===== src/rtl/parser_dma_ctrl.sv =====
// Descriptor-driven DMA read controller streaming packet words to packet_parser.
// Define PARSER_DMA_LAST_EN to add the pkt_last end-of-packet marker output.
module parser_dma_ctrl #(
  parameter int WIDTH      = 32,
  parameter int ADDR_W     = 16,
  parameter int LEN_W      = 8,
  parameter int DESC_DEPTH = 4
) (
  input  logic              clk,
  input  logic              rst,
  input  logic [ADDR_W-1:0] desc_addr,
  input  logic [LEN_W-1:0]  desc_len,
  input  logic              desc_valid,
  output logic              desc_ready,
  output logic              mem_rd_en,
  output logic [ADDR_W-1:0] mem_rd_addr,
  input  logic [WIDTH-1:0]  mem_rd_data,
  output logic [WIDTH-1:0]  pkt_data,
  output logic              pkt_valid,
  input  logic              pkt_ready,
`ifdef PARSER_DMA_LAST_EN
  output logic              pkt_last,
`endif
  output logic              busy,
  output logic              pkt_done,
  output logic [15:0]       pkt_count,
  output logic              err_zero_len
);

  // state | meaning
  // IDLE  | no packet active, waiting for a queued descriptor
  // LOAD  | dequeue head descriptor into cur_addr/remaining
  // FETCH | issue reads while credit allows, counting remaining down
  // DRAIN | all reads issued, waiting for the final word handshake
  typedef enum logic [1:0] {IDLE, LOAD, FETCH, DRAIN} state_t;

  localparam int QP_W = $clog2(DESC_DEPTH);
  localparam logic [QP_W:0]       Q_FULL   = DESC_DEPTH[QP_W:0];
  localparam logic [LEN_W-1:0]    LEN_ONE  = LEN_W'(1);
  localparam logic [ADDR_W-1:0]   ADDR_ONE = ADDR_W'(1);

  state_t state, state_nxt;

  logic [ADDR_W-1:0] q_addr [DESC_DEPTH];
  logic [LEN_W-1:0]  q_len  [DESC_DEPTH];
  logic [QP_W-1:0]   q_wr, q_rd;
  logic [QP_W:0]     q_cnt, q_cnt_nxt;
  logic              q_push, q_pop;

  logic [WIDTH-1:0]  ob_data [2];
  logic              ob_wr, ob_rd;
  logic [1:0]        ob_cnt;
  logic              rd_inflight;
  logic [2:0]        words_used;
  logic              pop;

  logic [ADDR_W-1:0] cur_addr;
  logic [LEN_W-1:0]  remaining;

  assign q_push    = desc_valid && desc_ready;
  assign q_pop     = (state == LOAD);
  assign q_cnt_nxt = q_cnt + {{QP_W{1'b0}}, q_push} - {{QP_W{1'b0}}, q_pop};

  always_ff @(posedge clk) begin
    if (rst) begin
      q_wr       <= '0;
      q_rd       <= '0;
      q_cnt      <= '0;
      desc_ready <= 1'b0;
    end else begin
      if (q_push) q_wr <= q_wr + 1'b1;
      if (q_pop)  q_rd <= q_rd + 1'b1;
      q_cnt      <= q_cnt_nxt;
      desc_ready <= (q_cnt_nxt != Q_FULL);
    end
  end

  always_ff @(posedge clk) begin
    if (q_push) begin
      q_addr[q_wr] <= desc_addr;
      q_len[q_wr]  <= desc_len;
    end
  end

  // The word returning from memory counts as buffered in its arrival cycle,
  // so it is presented immediately and stored only if not taken.
  assign words_used  = {1'b0, ob_cnt} + {2'b00, rd_inflight};
  assign pkt_valid   = !rst && ((ob_cnt != 2'd0) || rd_inflight);
  assign pkt_data    = (ob_cnt != 2'd0) ? ob_data[ob_rd] :
                       (rd_inflight ? mem_rd_data : '0);
  assign pop         = pkt_valid && pkt_ready;
  assign mem_rd_en   = !rst && (state == FETCH) && (words_used < 3'd2);
  assign mem_rd_addr = cur_addr;
  assign busy        = (state != IDLE) || (q_cnt != '0);

`ifdef PARSER_DMA_LAST_EN
  logic ob_last [2];
  logic rd_last;
  assign pkt_last = pkt_valid && ((ob_cnt != 2'd0) ? ob_last[ob_rd] : rd_last);
`endif

  always_ff @(posedge clk) begin
    if (rst) begin
      ob_wr       <= 1'b0;
      ob_rd       <= 1'b0;
      ob_cnt      <= 2'd0;
      rd_inflight <= 1'b0;
`ifdef PARSER_DMA_LAST_EN
      rd_last     <= 1'b0;
`endif
    end else begin
      if (rd_inflight) ob_wr <= ~ob_wr;
      if (pop)         ob_rd <= ~ob_rd;
      ob_cnt      <= ob_cnt + {1'b0, rd_inflight} - {1'b0, pop};
      rd_inflight <= mem_rd_en;
`ifdef PARSER_DMA_LAST_EN
      rd_last     <= mem_rd_en && (remaining == LEN_ONE);
`endif
    end
  end

  always_ff @(posedge clk) begin
    if (rd_inflight) begin
      ob_data[ob_wr] <= mem_rd_data;
`ifdef PARSER_DMA_LAST_EN
      ob_last[ob_wr] <= rd_last;
`endif
    end
  end

  always_comb begin
    state_nxt = state;
    pkt_done  = 1'b0;
    case (state)
      IDLE:  if (q_cnt != '0) state_nxt = LOAD;
      LOAD:  state_nxt = (q_len[q_rd] == '0) ? IDLE : FETCH;
      FETCH: if (mem_rd_en && (remaining == LEN_ONE)) state_nxt = DRAIN;
      DRAIN: begin
        // only this packet's words can be in the pipeline here
        if (pop && (words_used == 3'd1)) begin
          pkt_done  = 1'b1;
          state_nxt = IDLE;
        end
      end
      default: state_nxt = IDLE;
    endcase
  end

  always_ff @(posedge clk) begin
    if (rst) begin
      state        <= IDLE;
      cur_addr     <= '0;
      remaining    <= '0;
      pkt_count    <= 16'd0;
      err_zero_len <= 1'b0;
    end else begin
      state <= state_nxt;
      if (state == LOAD) begin
        cur_addr  <= q_addr[q_rd];
        remaining <= q_len[q_rd];
        if (q_len[q_rd] == '0) err_zero_len <= 1'b1;
      end else if (mem_rd_en) begin
        cur_addr  <= cur_addr + ADDR_ONE;
        remaining <= remaining - LEN_ONE;
      end
      if (pkt_done) pkt_count <= pkt_count + 16'd1;
    end
  end

endmodule

===== config.mk =====
export PLATFORM = sky130hd
export DESIGN_NAME = parser_dma_ctrl
export DESIGN_NICKNAME = d
export VERILOG_FILES = /design/src/rtl/parser_dma_ctrl.sv
export SDC_FILE = /design/constraint.sdc
export NUM_CORES = 1
export LEC_CHECK = 0
export ABC_AREA = 1
export CAP_MARGIN = 20
export CORE_MARGIN = 5
export CORE_UTILIZATION = 45
export DETAILED_ROUTE_END_ITERATION = 8
export GPL_ROUTABILITY_DRIVEN = 0
export PLACE_DENSITY = 0.7
export SYNTH_ARGS = -nofsm -noshare
export SYNTH_HDL_FRONTEND = slang
export SYNTH_SLANG_ARGS = --single-unit

===== constraint.sdc =====
create_clock -name clk -period 2.25 [get_ports clk]
set_input_delay 0.45 -clock clk [delete_from_list [all_inputs] [get_ports clk]]
set_output_delay 0.45 -clock clk [all_outputs]
set_load 0.005 [all_outputs]

# Word-level counts from Yosys, hierarchy flattened
# Memories as Yosys holds them, arrays and structs flattened. A register that Yosys moved wholly into a read port is not among the register bits.
# Cells that the tools add are included.
# W data, S select, Z words.
totals:
  ram_bits: 160
  in_bits: 60
  memories: 3
  out_inout_bits: 70
  word_cells: 79
  register_bits: 56
memory_table:
  columns: ["name", "depth", "width", "read_ports", "rd_clocked_by_memory_dff", "write_ports", "line", "source"]
  rows:
  - ["ob_data", 2, 32, 1, 1, 1, "50", "logic [WIDTH-1:0] ob_data [2];"]
  - ["q_addr", 4, 16, 1, 1, 1, "44", "logic [ADDR_W-1:0] q_addr [DESC_DEPTH];"]
  - ["q_len", 4, 8, 1, 1, 1, "45", "logic [LEN_W-1:0] q_len [DESC_DEPTH];"]
op_classes:
  add_sub_neg: 10
  order_cmp: 1
  eq_ne: 9
  n_mux: 23
  reduce_logical: 18
  bitwise_logic: 2
op_table:
  columns: ["cell", "n"]
  rows:
  - ["$mux W32", 2]
  - ["$add A16 B1 Y16 const B", 2]
  - ["$mux W16", 2]
  - ["$mux W2", 8]
  - ["$mux W8", 2]
  - ["$eq A8 B1 Y1 const B", 1]
  - ["$logic_not A8 Y1", 1]
  - ["$mux W1", 8]
  - ["$pmux W2 S4", 1]
  - ["$sub A8 B1 Y8 const B", 1]
  - ["$logic_and A1 B1 Y1", 7]
  - ["$reduce_bool A2 Y1", 3]
  - ["$add A2 B1 Y2 const B", 2]
  - ["$eq A2 B2 Y1 const B", 2]
  - ["$ne A2 B2 Y1 const B", 2]
  - ["$add A2 B1 Y3", 1]
  - ["$add A3 B1 Y3", 1]
  - ["$eq A3 B1 Y1 const B", 1]
  - ["$lt A3 B2 Y1 const B", 1]
  - ["$ne A3 B3 Y1 const B", 1]
  - ["$reduce_and A3 Y1", 1]
  - ["$reduce_bool A3 Y1", 1]
  - ["$sub A3 B1 Y3", 1]
  - ["$add A2 B1 Y2", 1]
  - ["8 further kinds", 10]

# Longest topological paths before layout
depth:
  depth_word: 7
  ltp_mapped: 11

# Worst setup path after synthesis
# Ideal clock, no wire load.
synth_path:
  path_type: "reg2reg"
  start: "register rd_inflight"
  end: "memory ob_data[0][0] (enable)"
  period_less_slack_ps: 2294
  setup_ps: 422
  arrival_ps: 1873
  path_buffers: 1
  slack_ps: -44
  path_stages_with_launch: 4
  cell_sequence: "dfxtp_1 -> buf_4 -> inv_4 -> nor2_1"
synth_via:
  elab_chain_cells: 2
synth_rtl:
  columns: ["element", "line", "source"]
  rows:
  - ["start: declaration", "53", "logic rd_inflight;"]
  - ["start signal: assignment", "115", "rd_inflight <= mem_rd_en;"]
  - ["$mux W1", "123", "if (rd_inflight) begin"]
  - ["$mux W1 (implied by the code)", "124", "ob_data[ob_wr] <= mem_rd_data;"]
  - ["end: declaration", "50", null]
# Every way passes these cells.

# Final worst setup path
layout_path:
  start: "register ob_cnt[0]"
  end: "output pkt_valid"
layout_via:
  elab_chain_cells: 3
layout_rtl:
  columns: ["element", "line", "source"]
  rows:
  - ["start: declaration", "52", "logic [1:0] ob_cnt;"]
  - ["start signal: assignment", "114", "ob_cnt <= ob_cnt + {1'b0, rd_inflight} - {1'b0, pop};"]
  - ["$reduce_bool A2 Y1", "88", "assign pkt_valid = !rst && ((ob_cnt != 2'd0) || rd_inflight);"]
  - ["$logic_or A1 B1 Y1", "88", null]
  - ["$logic_and A1 B1 Y1", "88", null]
  - ["end: declaration", "19", "output logic pkt_valid,"]
# Every way passes these cells.

==> metrics.md <==
| Metric | Value |
|---|---|
| Status | finished, final reports clean |
| First-pass GRT wire length | 36700 um |
| Post-synthesis cell count | 974 |
| CP Data Required Time | 1.80 ns |
| Register area share after synthesis | about three fifths |
| Asr flop ratio synth | 0% |
| Tot GR Track Use | between 10% and 20% |
| Final worst path period share | 99.9% |
| Num CTS Buffers | 23 |
| Die ar. | 24700 um2 |
| Final hold vios | 0 |
| Max-cap violations | 0 |
| Layout area overhead | 29.1% |
| Initial Utilization | 46.0% |
| Clock transition at path regs | 0.06 ns |
| Overall power | 14600 uW |
| Die width | between 150 and 200 um |
| Row cnt | 53 |
| EDFF count, synth | 160 |
| Hpwl dp | about 14000 um |
| CTS H-tree lvls | 1 |
| Post-place setup slack | -0.105 ns |
| Max IR drop VDD | 0.719 mV |
| Syn Std Cell Area | approximately 10000 um2 |
| Setup ws final | around 0.0022 ns |
| CTS max path bufs | 3 |
| Pleak | 0.00463 uW |
| Synthesis Warnings | 0 |
| Mean Syn Cell Area | 9.99 um2 |
| I/O Pins | 130 |
| Largest net degree at the start of global routing | between 40 and 50 |
| Minimum clock period | 2.25 ns |
| Initial antenna violation count | 0 |
| Syn_nets | around 1000 |
| Core Region | 21200 um2 |
| Cells after DPL | 1356 |
| Vias/cell | 5.25 |
| Adder-Cell Fraction of Synth Area | 2.01% |
| CP arrival | 1.80 ns |
| CP Launch Point | ob_cnt[0]$_SDFF_PP0_ |
| Top cells by count, synth | nand2_1 (180), edfxtp_1 (160), nor2_1 (146) |
| Worst-Skew Late Latency | approximately 0.49 ns |
| Die H | 157 um |
| Final Hold Slack | 0.462 ns |
| DRC | 0 |
| Yosys cell types | 34 |
| Worst setup SP type | flip-flop |
| Share of cells above drive strength 1 | between 15 and 20% |
| Simple-Gate Fraction of Synth Area | 20.7% |
| Sink Count | 219 |
| Reg2Reg Depth | 13 |
| Mux contribution to synthesized area | 0% |
| WL per Instance | around 16 um |
| Max_slew headroom | between 60% and 70% |
| PD cells | 1160 nW/um2 |
| CTS tree | built |
| Critical path class | flip-flop to output port |
| Detailed Route WL | around 23000 um |
| Worst Setup End Kind | output port |
| Util after Layout | slightly below 60% |
| CTS root buf | clkbuf_16 |
| Synth top area cells | edfxtp_1 (49%), dfxtp_1 (12%), nand2_1 (6.9%), nor2_1 (5.6%), nand3_1 (5.0%) |
| Count leader, synth | nand2_1 |
| Leading area contributor after synthesis | edfxtp_1 |
| Final nets | 1197 |
| Final setup viols | 0 |
| XOR/XNOR Fraction of Synth Area | 1.71% |
| Grt ovf | 0 |
| Crit path max fanout | 20 |
| Flop2flop setup slack | ~0.25 ns |
| N_diodes | 0 |
| Largest family of logic cells by synthesized area | simple AND/OR/NAND/NOR gates |
| Hold Path Origin | err_zero_len$_SDFFE_PP0P_ |
| Most used DFF post-synth | edfxtp_1 |
| Hold WC Path Type | flip-flop to flip-flop |
| ANT nets after route | 0 |
| Post-synthesis register bit count | 219 |
| Synth top area share | 49.4% |
| DRT Pass-1 Iters | 5 |
| Launching point of the worst reg2reg path | ob_cnt[0]$_SDFF_PP0_ |
| Setup crit end | pkt_valid |
| Initial DRC Count | 464 |
| Worst-Margin Slew | 0.495 ns |
| Fmax | 445 MHz |
| Slew Limit Fails | 0 |
| Clk_skew | between 0.006 and 0.007 ns |
| IO Port Bufs | 129 |
| R2R Path End | ob_cnt[1]$_SDFF_PP0_ |
| Vias | 7405 |
| Compound-Gate Fraction of Synth Area | between 8 and 9% |
| Fin cells | 1411 |
| Vias in the first global route | ~7300 |
| Unrepaired setup endpoints after global routing | true |
## power breakdown
| part | internal, uW | total, uW | switching, uW | leakage, uW |
|---|---|---|---|---|
| registers | 4940 | 5350 | 412 | 0.00193 |
| clock network | 2090 | 3540 | 1450 | 0.000334 |
| logic | 2540 | 5690 | 3150 | 0.00236 |
| total | 9560 | 14600 | 5010 | 0.00463 |
## critical path, cell delays in order, from the launching register on
cell and delay [ns]:
dfxtp_2 0.34, buf_6 0.12, nor2_4 0.15, buf_4 0.17
buf_16 0.18, a21oi_2 0.08, dlygate4sd2_1 0.26
## per-layer routing
layer  up-vias  part of all wire (%)  track usage, %
li1       3638                     -               -
met1      3519                    43            23.2
met2       211                    49            32.1
met3        37                   5.6            2.69
met4         0                   2.3            6.27
met5         -                     0               0
## final cells by class
cell class / count / area (um2)
fill: 1750 / 8590
timing repair buffer: 173 / 1710
sequential: 219 / 5990
multi-input combinational: 638 / 3570
inverter: 67 / 259
tap: 275 / 344
clock inverter: 13 / 111
clock buffer: 26 / 587
## what timing repair did
action	CTS	global route
endpoints found under the setup margin	35	35
gates cloned	3	3
hold buffers	0	0
setup buffers	6	7
pin swaps	9	7
resized for setup	161	50
## worst min-delay path by stage
| stage | depth (start not counted) | endpoint | slack [ns] |
|---|---|---|---|
| floorplan | 2 | err_zero_len$_SDFFE_PP0P_ | 0.45 |
| global route | 2 | err_zero_len$_SDFFE_PP0P_ | 0.49 |
| detailed placement | 2 | err_zero_len$_SDFFE_PP0P_ | 0.46 |
| global placement | 2 | err_zero_len$_SDFFE_PP0P_ | 0.44 |
| CTS | 2 | err_zero_len$_SDFFE_PP0P_ | 0.47 |
| finish | 2 | err_zero_len$_SDFFE_PP0P_ | 0.46 |
## cells by family after synthesis
family,Yosys count
flip-flops,219
adder cells (fa/ha/maj),15
buffers and inverters,117
AND/OR/NAND/NOR,464
XOR/XNOR,19
AO/OA/AOI/OAI,140
## state kept, by name, indices dropped and copies added, names as in the netlist, named ones only
register,cells
desc_ready,1
err_zero_len,1
mem_rd_addr,16
ob_cnt,2
ob_data,64
ob_rd,1
ob_wr,1
pkt_count,16
q_addr,64
q_cnt,3
q_len,32
q_rd,2
q_wr,2
rd_inflight,1
remaining,8
state,1
## placed cells by master, fill, tap and decap left out, drive strengths merged, types with 40 or more instances in the layout
cell / n
inv: 67
nand2: 187
edfxtp: 160
dfxtp: 59
nor2: 154
a21oi: 40
buf: 74
o21ai: 48
nand3: 99
clkdlybuf4s50: 94
## per-stage QoR
stage	cell area, um2	TNS (ns)
6_report	12600	0
5_1_grt	12600	-1.05
4_1_cts	12300	-0.803
3_5_place_dp	11400	-0.212
3_3_place_gp	11400	-0.216
2_1_floorplan	9740	0
(Power assumes the default switching activity.)
==> patch, RTL diff (same settings) <==
Make the reset (`rst`) asynchronous in 3 clocked blocks.
--- a/src/rtl/parser_dma_ctrl.sv
+++ b/src/rtl/parser_dma_ctrl.sv
@@ -61,7 +61,7 @@
   assign q_pop     = (state == LOAD);
   assign q_cnt_nxt = q_cnt + {{QP_W{1'b0}}, q_push} - {{QP_W{1'b0}}, q_pop};
 
-  always_ff @(posedge clk) begin
+  always_ff @(posedge clk or posedge rst) begin
     if (rst) begin
       q_wr       <= '0;
       q_rd       <= '0;
@@ -99,7 +99,7 @@
   assign pkt_last = pkt_valid && ((ob_cnt != 2'd0) ? ob_last[ob_rd] : rd_last);
 `endif
 
-  always_ff @(posedge clk) begin
+  always_ff @(posedge clk or posedge rst) begin
     if (rst) begin
       ob_wr       <= 1'b0;
       ob_rd       <= 1'b0;
@@ -146,7 +146,7 @@
     endcase
   end
 
-  always_ff @(posedge clk) begin
+  always_ff @(posedge clk or posedge rst) begin
     if (rst) begin
       state        <= IDLE;
       cur_addr     <= '0;
Function: differs if rst is asserted again (counterexample within 4 cycles, from zero or initial values and one cycle with rst high); with rst held inactive, the same outputs for 4 cycles.
==> patch against the original RTL <==
The run now ends with negative setup slack left; setup slack worse by 56 ps; final area up 0.66%; sequential share of layout area up 1.4 points; first-iteration DRC count rose by 2.8%; wire length grew 0.17%; sequential cell count down 3; area after synthesis up 0.23%; critical endpoint is now pkt_data[13]; total power rose by 11%; largest cell class unchanged.
==> patch: results (changes against the original RTL) <==
| Metric | Value |
|---|---|
| Status | `finished with violations` |
| Failing checks | `negative setup slack` |
| Maximum ir drop on the vdd rail | `0.719 mV (about the same)` |
| Detailed-route vias per instance | `5.18 (-1.2%)` |
| Instance count of the mapped netlist | `940 (-3.5%)` |
| Ratio of cells with drive above 1 in the final layout | `0.161 (-0.0104)` |
| Reg-to-reg slack, setup | `270 ps (+20 ps)` |
| Post-CTS repair timing setup buffer count | `5 (-1)` |
| Standby leakage power | `4.95 nW (+6.9%)` |
| Placement-stage cell area | `11,500 um^2 (+0.32%)` |
| Critical path startpoint | `ob_cnt[0]` |
| Worst-case reg-to-reg path depth | `9 (-4)` |
| Largest clock skew in the final design | `8.20 ps (+2.08 ps)` |
| Filler Cells Inserted | `1,722 (-1.6%)` |
| End point of the critical path | `pkt_data[13]` |
| Worst hold path startpoint | `err_zero_len` |
| Total length of routed wires | `23.2 mm (+0.17%)` |
| Global-route wire length before repair | `36.3 mm (-1.3%)` |
| Vias in the first global route | `6,938 (-4.5%)` |
| Via count of the routed design | `7,179 (-3.1%)` |
| GRT Overall Usage | `0.181 (-0.00175)` |
| Final WS setup | `-54.1 ps (-56.3 ps)` |
| Dpl hpwl | `14.3 mm (-0.44%)` |
| Endpoints failing setup | `9 (+9)` |
| Final hold slack | `465 ps (+3.04 ps)` |
| Arrival time of the worst setup path | `1850 ps (+50 ps)` |
| Net count of the finished layout | `1,169 (-2.3%)` |
| Cell types with the highest counts after synthesis | `211 x nand2_1, 160 x edfxtp_1, 143 x nor2_1` |
| Part of the Yosys area used for sequential elements | `0.636 (+0.0212)` |
| Net Sw Power | `5.84 mW (+17%)` |
| Number of placed cells counting well taps | `1,334 (-1.6%)` |
| Final setup TNS | `-127 ps (-127 ps)` |
| Compound-cell area share of the yosys netlist | `0.0603 (-0.0255)` |
| Largest cells by area after synthesis | `edfxtp_1 49%, dfrtp_1 14%, nand2_1 8.1%` |
| Peak per-stage delay on the critical path | `410 ps (+70 ps)` |
| Slowest stage cell, crit path | `dfrtp_1` |
| Register share of total power | `0.352 (-0.015)` |
| Share of flip-flops with an asynchronous set or reset | `0.259 (+0.259)` |
| Comb pwr | `6.69 mW (+18%)` |
| Largest net degree at the start of global routing | `52 (+6.1%)` |
| Adder-cell area share of the yosys netlist | `0.0200 (-0.0000463)` |
## patch: changes by cell type after synthesis, sizes merged, moves of 6 or more
cell,before,now
a21oi,40,16
a31oi,8,0
clkbuf,16,7
dfrtp,0,56
dfxtp,59,0
nand2,187,214
nor2,154,145
nor3,16,8
o211ai,0,6
o21ai,48,31
o22ai,11,3
xnor2,2,9
## patch: layer usage
metal | vias to the layer above | track usage | wire (um) | share of wire
met5 | - | 0 | 0 | 0
met4 | 0 | 0.0397 | 411 | 0.018
met3 | 31 | 0.0302 | 1400 | 0.060
met2 | 208 | 0.303 | 11400 | 0.49
met1 | 3421 | 0.250 | 9990 | 0.43
li1 | 3519 | - | - | -
## patch: cell type report
cell class,count,area share
repair buffers,173,0.134
clock buffers,31,0.0487
clock inverters,10,0.0104
inverters,64,0.0195
well taps,275,0.0272
multi-input cells,616,0.269
flip-flops and latches,216,0.491
